File: src/rtl/fp_newton_pkg.sv
// Shared types for the Newton-Raphson fraction divider: FSM states and the 1/b seed table.
package fp_newton_pkg;

  typedef enum logic [2:0] {
    ST_IDLE,
    ST_SEED,
    ST_ITER_A,
    ST_ITER_B,
    ST_MUL,
    ST_DONE
  } state_t;

  // Entry i approximates 1/b - 1 (scaled by 256) for b in [0.5 + i/32, 0.5 + (i+1)/32).
  localparam logic [15:0][7:0] SEED_ROM = {
    8'h04, 8'h0c, 8'h15, 8'h1f, 8'h29, 8'h35, 8'h41, 8'h4e,
    8'h5c, 8'h6c, 8'h7d, 8'h8f, 8'ha4, 8'hba, 8'hd4, 8'hf0
  };

  function automatic logic [7:0] seed_lookup(input logic [3:0] idx);
    return SEED_ROM[idx];
  endfunction

endpackage

File: src/rtl/fdiv_newton_mul.sv
// Combinational unsigned multiplier; the product is kept to its low PROD_W bits.
module fdiv_newton_mul #(
  parameter int DATA_W = 26,
  parameter int PROD_W = 50
) (
  input  logic [DATA_W-1:0] i_a,
  input  logic [DATA_W-1:0] i_b,
  output logic [PROD_W-1:0] o_p
);

  assign o_p = {{(PROD_W-DATA_W){1'b0}}, i_a} * {{(PROD_W-DATA_W){1'b0}}, i_b};

endmodule

File: src/rtl/fdiv_newton_core.sv
// Iterative Newton-Raphson fraction divider: refines x ~ 1/b from a table seed, then q = a*x
// with a sticky LSB. One shared multiplier serves every step; one operation in flight at a time.
module fdiv_newton_core
  import fp_newton_pkg::*;
#(
  parameter int W    = 24,
  parameter int ITER = 3
) (
  input  logic                      clock,
  input  logic                      resetn,
  input  logic                      in_valid,
  output logic                      in_ready,
  input  logic [W-1:0]              a_frac,
  input  logic [W-1:0]              b_frac,
  input  logic                      flush,
  output logic                      out_valid,
  input  logic                      out_ready,
  output logic [W+7:0]              q,
  output logic                      busy,
  output logic [$clog2(ITER+1)-1:0] iter
);

  localparam int XW = W + 2;
  localparam int IW = $clog2(ITER + 1);
  localparam logic [IW-1:0] ITER_LAST = IW'(ITER);

  state_t          r_state;
  state_t          w_next;
  logic [W-1:0]    r_a;
  logic [W-1:0]    r_b;
  logic [XW-1:0]   r_x;
  logic [XW-1:0]   r_t;
  logic [W+7:0]    r_q;
  logic [IW-1:0]   r_iter;
  logic [XW-1:0]   w_mul_a;
  logic [XW-1:0]   w_mul_b;
  logic [2*W+1:0]  w_prod;
  logic [XW-1:0]   w_prod_mid;
  logic [XW-1:0]   w_t;
  logic [XW-1:0]   w_seed;
  logic [IW-1:0]   w_iter_inc;

  // Truncate a*x (bit 2W has weight 1) to 1.(W+6) and fold the discarded bits into a sticky LSB.
  function automatic logic [W+7:0] pack_q(input logic [2*W:0] p);
    return {p[2*W:W-6], |p[W-7:0]};
  endfunction

  fdiv_newton_mul #(
    .DATA_W (XW),
    .PROD_W (2*W + 2)
  ) u_mul (
    .i_a (w_mul_a),
    .i_b (w_mul_b),
    .o_p (w_prod)
  );

  // Every product is re-read in 2.W format; 2 - b*x is formed as 2^(W+1) - (b*x).
  assign w_prod_mid = w_prod[2*W+1:W];
  assign w_t        = (XW'(1) << (W + 1)) - w_prod_mid;
  assign w_seed     = (XW'(1) << W) | (XW'(seed_lookup(r_b[W-2:W-5])) << (W - 8));
  assign w_iter_inc = r_iter + IW'(1);

  always_ff @(posedge clock) begin
    if (!resetn) begin
      r_state <= ST_IDLE;
    end else begin
      r_state <= w_next;
    end
  end

  always_comb begin
    w_next    = r_state;
    in_ready  = 1'b0;
    out_valid = 1'b0;
    busy      = 1'b1;
    w_mul_a   = r_t;
    w_mul_b   = r_x;
    case (r_state)
      ST_IDLE: begin
        in_ready = 1'b1;
        busy     = 1'b0;
        if (in_valid) w_next = ST_SEED;
      end
      ST_SEED:   w_next = ST_ITER_A;
      ST_ITER_A: begin
        w_mul_a = {2'b00, r_b};
        w_next  = ST_ITER_B;
      end
      ST_ITER_B: w_next = (w_iter_inc == ITER_LAST) ? ST_MUL : ST_ITER_A;
      ST_MUL: begin
        w_mul_a = {2'b00, r_a};
        w_next  = ST_DONE;
      end
      ST_DONE: begin
        out_valid = 1'b1;
        if (out_ready) w_next = ST_IDLE;
      end
      default:   w_next = ST_IDLE;
    endcase
    if (flush && (r_state != ST_IDLE)) w_next = ST_IDLE;
  end

  always_ff @(posedge clock) begin
    if (!resetn) begin
      r_q    <= '0;
      r_iter <= '0;
    end else if (!flush) begin
      case (r_state)
        ST_SEED:   r_iter <= '0;
        ST_ITER_B: r_iter <= w_iter_inc;
        ST_MUL:    r_q    <= pack_q(w_prod[2*W:0]);
        default:   ;
      endcase
    end
  end

  // Operand and iterate registers carry no reset; the FSM decides when they are meaningful.
  always_ff @(posedge clock) begin
    case (r_state)
      ST_IDLE: begin
        if (in_valid) begin
          r_a <= a_frac;
          r_b <= b_frac;
        end
      end
      ST_SEED:   r_x <= w_seed;
      ST_ITER_A: r_t <= w_t;
      ST_ITER_B: r_x <= w_prod_mid;
      default:   ;
    endcase
  end

  assign q    = r_q;
  assign iter = r_iter;

endmodule

File: config.mk
export PLATFORM = sky130hd
export DESIGN_NAME = fdiv_newton_core
export DESIGN_NICKNAME = d
export VERILOG_FILES = /design/src/rtl/fp_newton_pkg.sv /design/src/rtl/fdiv_newton_mul.sv /design/src/rtl/fdiv_newton_core.sv
export SDC_FILE = /design/constraint.sdc
export NUM_CORES = 2
export LEC_CHECK = 0
export BUFFER_PORTS_ARGS = -buffer_cell sky130_fd_sc_hd__buf_2
export CAP_MARGIN = 40
export CELL_PAD_IN_SITES_DETAIL_PLACEMENT = 0
export CELL_PAD_IN_SITES_GLOBAL_PLACEMENT = 1
export CORE_ASPECT_RATIO = 0.75
export CORE_MARGIN = 4
export CORE_UTILIZATION = 50
export DETAILED_ROUTE_END_ITERATION = 8
export PLACE_DENSITY = 0.87
export RECOVER_POWER = 50
export SYNTH_ARGS = -nofsm -noshare
export SYNTH_HDL_FRONTEND = slang
export SYNTH_HIERARCHICAL = 1
export SYNTH_SLANG_ARGS = --single-unit
File: constraint.sdc
create_clock -name clock -period 15.6 [get_ports clock]
set_clock_uncertainty 0.15 [all_clocks]
set_input_delay 1.56 -clock clock [delete_from_list [all_inputs] [get_ports clock]]
set_output_delay 1.56 -clock clock [all_outputs]
set_load 0.05 [all_outputs]
Word level (Yosys, flattened, before mapping)
Memories as Yosys holds them, arrays and structs flattened. A register that Yosys moved wholly into a read port is not among the register bits.
Cells that the tools add are included.
{"block": "word_totals", "regBits": 137, "rom_bits": 128, "in_bits": 53, "out_inout_bits": 37, "word_cells": 44, "mem_count": 1}
{"memory": "(name not given)", "words": 16, "width": 8, "rd": 1, "rd_clocked_by_memory_dff": 1, "wr": 0, "line_no": "fp_newton_pkg.sv:20", "rtl": "return SEED_ROM[idx];"}
{"block": "classes", "n_addsub": 2, "n_mul": 1, "order_cmp": 1, "n_eq_ne": 8, "n_mux": 12, "n_bitwise": 2, "reduce_logical": 10}
{"operator": "$pmux W26 S2", "count": 2}
{"operator": "$mul A26 B26 Y50", "count": 1}
{"operator": "$sub A26 B26 Y26 const A", "count": 1}
{"operator": "$pmux W3 S6", "count": 1}
{"operator": "$reduce_or A18 Y1", "count": 1}
{"operator": "$mux W3", "count": 3}
{"operator": "$mux W8", "count": 1}
{"operator": "$reduce_and A2 Y1", "count": 4}
{"operator": "$eq A3 B2 Y1 const B", "count": 2}
{"operator": "$eq A3 B3 Y1 const B", "count": 2}
{"operator": "$lt A4 B5 Y1 const B", "count": 1}
{"operator": "$mux W4", "count": 1}
{"operator": "$ne A2 B2 Y1 const B", "count": 2}
{"operator": "$pmux W2 S2", "count": 1}
{"operator": "$eq A3 B1 Y1 const B", "count": 1}
{"operator": "$logic_not A3 Y1", "count": 1}
{"operator": "$mux W1", "count": 3}
{"operator": "$reduce_bool A3 Y1", "count": 1}
{"operator": "$add A2 B1 Y2 const B", "count": 1}
{"operator": "$eq A2 B2 Y1 const B", "count": 1}
{"operator": "$not A1 Y1", "count": 2}
{"operator": "$reduce_bool A2 Y1", "count": 1}
{"operator": "$reduce_or A2 Y1", "count": 1}
{"operator": "$logic_and A1 B1 Y1", "count": 1}

Logic depth before layout (Yosys ltp)
{"block": "depth", "word_depth": 4, "mapped_depth": 37, "ltp_nobuf": 32}

By module
The synthesis kept the hierarchy.
{"module": "fdiv_newton_mul", "n_inst": 1, "cells_each": 2477, "area_per_inst_um2": 21997.3, "seq_area_each_um2": 0.0}
{"module": "fdiv_newton_core", "n_inst": 1, "cells_each": 531, "area_per_inst_um2": 6229.7, "seq_area_each_um2": 3903.7}

Least setup slack after synthesis
OpenSTA, ideal clock, no wires.
{"block": "synth_path", "kind": "register -> register", "from": "register r_state[2]", "to": "register r_t[24], data pin", "setup_ns": 0.278, "arrival_ns": 9.393, "required_ns": 15.172, "slack_ns": 5.779, "stages_incl_launch_ff": 35, "n_path_buf": 4, "synth_period_minus_slack_ns": 9.821, "cell_sequence": "dfxtp_1 -> clkbuf_1 -> nor3b_2 -> clkbuf_1 -> a22oi_1 -> nand2_1 -> clkbuf_1 -> nand2_1 -> fa_1 -> inv_1 -> fa_1 -> inv_1 -> fa_1 -> inv_1 -> fa_1 -> inv_1 -> fa_1 -> inv_1 -> fa_1 -> inv_1 -> fa_1 -> inv_1 -> ha_1 -> inv_1 -> or4_1 -> a211oi_2 -> o21ai_1 -> and3_1 -> o21a_1 -> xnor2_1 -> or4_1 -> or3_1 -> buf_6 -> nor3_2 -> xnor2_1"}
{"block": "synth_between", "elab_chain_len": 4, "elab_cells_between_ends": 5, "cone_classes": "add/sub (1); mul (1); eq/ne (2); mux (1)"}
{"element": "start, declared", "line_no": "fdiv_newton_core.sv:27", "rtl": "state_t r_state;"}
{"element": "start signal, assigned", "line_no": "fdiv_newton_core.sv:67", "rtl": "r_state <= w_next;"}
{"element": "$eq A3 B3 Y1 / $eq A3 B2 Y1 (equally long branches)", "line_no": "fdiv_newton_core.sv:78", "rtl": "case (r_state)"}
{"element": "$pmux W26 S2 *", "line_no": "fdiv_newton_core.sv:78"}
{"element": "net w_mul_a[13]", "line_no": "fdiv_newton_core.sv:35", "rtl": "logic [XW-1:0] w_mul_a;"}
{"element": "$mul A26 B26 Y50 *", "line_no": "fdiv_newton_mul.sv:11", "rtl": "assign o_p = {{(PROD_W-DATA_W){1'b0}}, i_a} * {{(PROD_W-DATA_W){1'b0}}, i_b};"}
{"element": "net w_prod[40]", "line_no": "fdiv_newton_core.sv:37", "rtl": "logic [2*W+1:0] w_prod;"}
{"element": "$sub A26 B26 Y26 *", "line_no": "fdiv_newton_core.sv:59", "rtl": "assign w_t = (XW'(1) << (W + 1)) - w_prod_mid;"}
{"element": "net w_t[24]", "line_no": "fdiv_newton_core.sv:39", "rtl": "logic [XW-1:0] w_t;"}
{"element": "end signal, assigned", "line_no": "fdiv_newton_core.sv:127", "rtl": "ST_ITER_A: r_t <= w_t;"}
{"element": "end, declared", "line_no": "fdiv_newton_core.sv:32", "rtl": "logic [XW-1:0] r_t;"}
Mark *: on every way through the listed nets, which the timed path passes. The rest lies on a longest branch.
A chain may end at the register's enable or synchronous reset.

Final worst setup path
{"block": "layout_path", "from": "register r_state[1]", "to": "register r_t[22], data pin"}
The elaborated chain is that of the path after synthesis.

==> flow_results.org <==
** STA
- Total of endpoints with negative setup slack in the final report :: 0
- In the finished design, the share of the clock period the worst path needs comes to 0.8129.
- The count of final max-slew check failures is 169.
- Slew HR :: -1.419
- Max Clock Freq :: 78.85 MHz
- Min Tclk post-route :: about 13 ns
- The final hold violation count was 0.
- Post-route worst hold slack :: 0.3085 ns
- Setup repair after global routing missed its margin :: no
- At the pin with the least slew margin, the transition time is 3.628 ns.
- Total Neg Setup Slack :: 0 ns

** Floorplanning
- DIE WIDTH :: approximately 280 µm
- Initial standard-cell utilization of the core :: 0.5047
- Vert. Die Dim :: ~210 µm
- DIE AREA :: 0.06036 mm²
- Floorplan row count :: 75
- The floorplan step defined a core boundary enclosing approximately 0.056 mm².
- 90 I/O pins were placed.

** Clock tree
- After clock tree synthesis, the clock-pin slew on the worst setup and hold paths is ~0.060 ns.
- CTS root buf :: sky130_fd_sc_hd__clkbuf_16
- Number of buffers inserted for hold repair after clock tree synthesis :: 0
- The H-tree was split into 4 levels.
- The tree built by TritonCTS fans out to 145 sinks.
- In this run the post-CTS setup repair buffer count came out at 0.
- Maximum root-to-sink buffer count :: 2
- TritonCTS clock tree :: yes
- Source-to-sink clock delay at the later pin of the worst-skew pair :: 0.42 ns
- Counting the buffers created by CTS gives 17.
- Post_cts resized :: 0

** Detailed routing
- The routed design has 77.21 mm of wire.
- DRC errors left :: 0
- Mean number of vias per cell :: 5.513
- The count of nets left with antenna violations once routing finished came out at 0.
- Detailed-route via count :: between 20,000 and 25,000
- Starting DRC count in detailed routing :: approximately 1,500
- Dividing the detail-routed wire length by the instance count gives 20.48 µm.
- The first TritonRoute pass finished after 5 iterations.

** GRT
- Vias in the first global route :: 22,520
- Global-route wire length before repair :: 125.2 mm
- Antenna violations before repair :: 0
- In the global route stage, overall resource usage came out at 0.2668.
- Entering global routing, the biggest net connects 72 pins.
- For this run the aggregate overflow at the end of global routing stands at 0.

** Logic synthesis
- #FFs+latches synth :: ~150
- For this run, the number of Yosys warnings is 6.
- After synthesis, the netlist uses slightly above 80 different library cells.
- Area fraction of the dominant cell type after synthesis :: 0.4064
- The cell count after synthesis came out at 3,008.
- The synthesized design contains 100 enable-type register cells.
- Post-synthesis cell area :: 0.02823 mm²
- Net count after synthesis :: 3,816
- The biggest area contributor in the post-synthesis netlist is sky130_fd_sc_hd__fa_1.
- Register area share after synthesis :: 0.1383
- Main area contributors after synthesis :: sky130_fd_sc_hd__fa_1 (41%), sky130_fd_sc_hd__edfxtp_1 (11%), sky130_fd_sc_hd__inv_1 (8.4%), sky130_fd_sc_hd__ha_1 (8.1%), sky130_fd_sc_hd__and2_1 (8.0%)
- Async S/R FF share, synth :: 0
- Mean area per synthesized cell :: ~9.4 µm²
- The most used flip-flop cell after synthesis is sky130_fd_sc_hd__edfxtp_1.

** Setup path
- Req. time, crit path :: 15.61 ns
- The worst setup path is of the register to register kind.
- Worst-case reg-to-reg path depth :: 35
- Critical-path top delay cell :: sky130_fd_sc_hd__clkbuf_1
- Critical path's most frequent cell :: sky130_fd_sc_hd__fa_1
- Slowest cell delay on critical path :: 1.93 ns
- STA classifies the critical path startpoint as a register.
- The worst setup path is captured at a register.
- At the worst endpoint, the arrival time is 12.69 ns.
- Of all nets on the critical path, the largest fanout is 51.

** Placement
- HPWL reported at the end of detailed placement :: around 60 mm
- Number of buffer cells added on primary ports :: between 80 and 90
- The congestion estimate from routability-driven global placement came to 0.9041.

** Finish
- The library cells used most frequently in the layout, excluding fill and tap cells, are sky130_fd_sc_hd__inv_1 (634), sky130_fd_sc_hd__fa_1 (573), sky130_fd_sc_hd__nand2_1 (462).
- In the final design database the tool counted 3,835 nets.
- Share of final-layout standard cells stronger than drive strength 1 :: 0.05629
- The area growth from synthesis to layout is 6.254%.
- Total inserted antenna cells :: 0
- Commonest non-fill, non-tap cell in the layout :: sky130_fd_sc_hd__inv_1

** Status
- The flow ran to the end, but the final reports show violations.
- The checks that failed: max-capacitance violations, max-slew violations.

** Min path
- The worst hold path belongs to the class register to register.
- The worst hold path passes through 2 cells.

** Job
- Max-cap violations in this run came to 3.
critical path, delay by kind of cell (launching register included):
kind | cells | cell delay [ns]
AO/OA/AOI/OAI | 4 | 0.97
XOR/XNOR | 2 | 0.32
adder cells (fa/ha/maj) | 8 | 3.98
buffers and inverters | 10 | 3.16
flip-flops | 1 | 0.60
AND/OR/NAND/NOR | 11 | 3.17
synthesized netlist by cell type (15+ instances only):
master / instances
sky130_fd_sc_hd__a21oi_1: 39
sky130_fd_sc_hd__clkbuf_1: 140
sky130_fd_sc_hd__a21o_1: 31
sky130_fd_sc_hd__a21boi_0: 30
sky130_fd_sc_hd__ha_1: 182
sky130_fd_sc_hd__nor2_1: 43
sky130_fd_sc_hd__nor3_1: 15
sky130_fd_sc_hd__nand3_1: 18
sky130_fd_sc_hd__fa_1: 573
sky130_fd_sc_hd__xnor2_1: 53
sky130_fd_sc_hd__a22oi_1: 25
sky130_fd_sc_hd__inv_1: 634
sky130_fd_sc_hd__and2_1: 363
sky130_fd_sc_hd__xor2_1: 18
sky130_fd_sc_hd__o21ai_0: 28
sky130_fd_sc_hd__nand2_1: 462
sky130_fd_sc_hd__edfxtp_1: 100
sky130_fd_sc_hd__dfxtp_1: 45
sky130_fd_sc_hd__and3_1: 25
flip-flops by register name, indices dropped and copies added, names as in the netlist:
signal,cells
r_state,3
w_seed,8
iter,2
q,32
r_a,24
r_t,26
r_x,26
r_b,24
routing by layer:
layer	global-route usage	wire [µm]	up-vias
met2	0.4349	36030	838
met5	0	0	-
met1	0.3783	33070	10730
li1	-	-	9096
met3	0.04354	6203	121
met4	0.06604	1909	0
cell families (layout without fill, tap and decap cells):
group | after synthesis | after routing | share of synthesized area
simple gates | 1004 | 1004 | 0.1812
buf+inv | 784 | 814 | 0.1053
fa+ha+maj | 755 | 755 | 0.4871
compound gates | 231 | 231 | 0.05918
flops | 145 | 145 | 0.1383
xor+xnor | 71 | 71 | 0.02203
mux | 18 | 18 | 0.006915
final timing paths:
check / slack, ns / start / end
worst max-delay path: 2.92 / r_state[1] / r_t[22]
worst min-delay path: 0.31 / q[5] / q[5]
worst max register to register: 2.92 / r_state[1] / r_t[22]
worst min register to register: 0.31 / q[5] / q[5]
per-stage QoR:
step	utilization	setup slack, ns	std cells	area (µm²)
finish	0.5363	2.918	3769	29990
global route	0.5363	2.242	3769	29990
CTS	0.5379	4.546	3769	30080
detailed placement	0.5285	4.563	3739	29560
global placement	0.5257	4.225	3731	29400
floorplan	-	5.779	3008	28230
final cells by class:
cell class	count	area, µm²
inverter	634	2380
sequential	145	3904
fill	5037	25940
tap	731	914.6
clock buffer	23	457.9
clock inverter	7	63.81
timing repair buffer	150	939.7
multi-input combinational	2079	21330
Power is left out: the tool's default activity adds up to more than one toggle a clock period on the data nets, which glitch-free logic cannot reach.
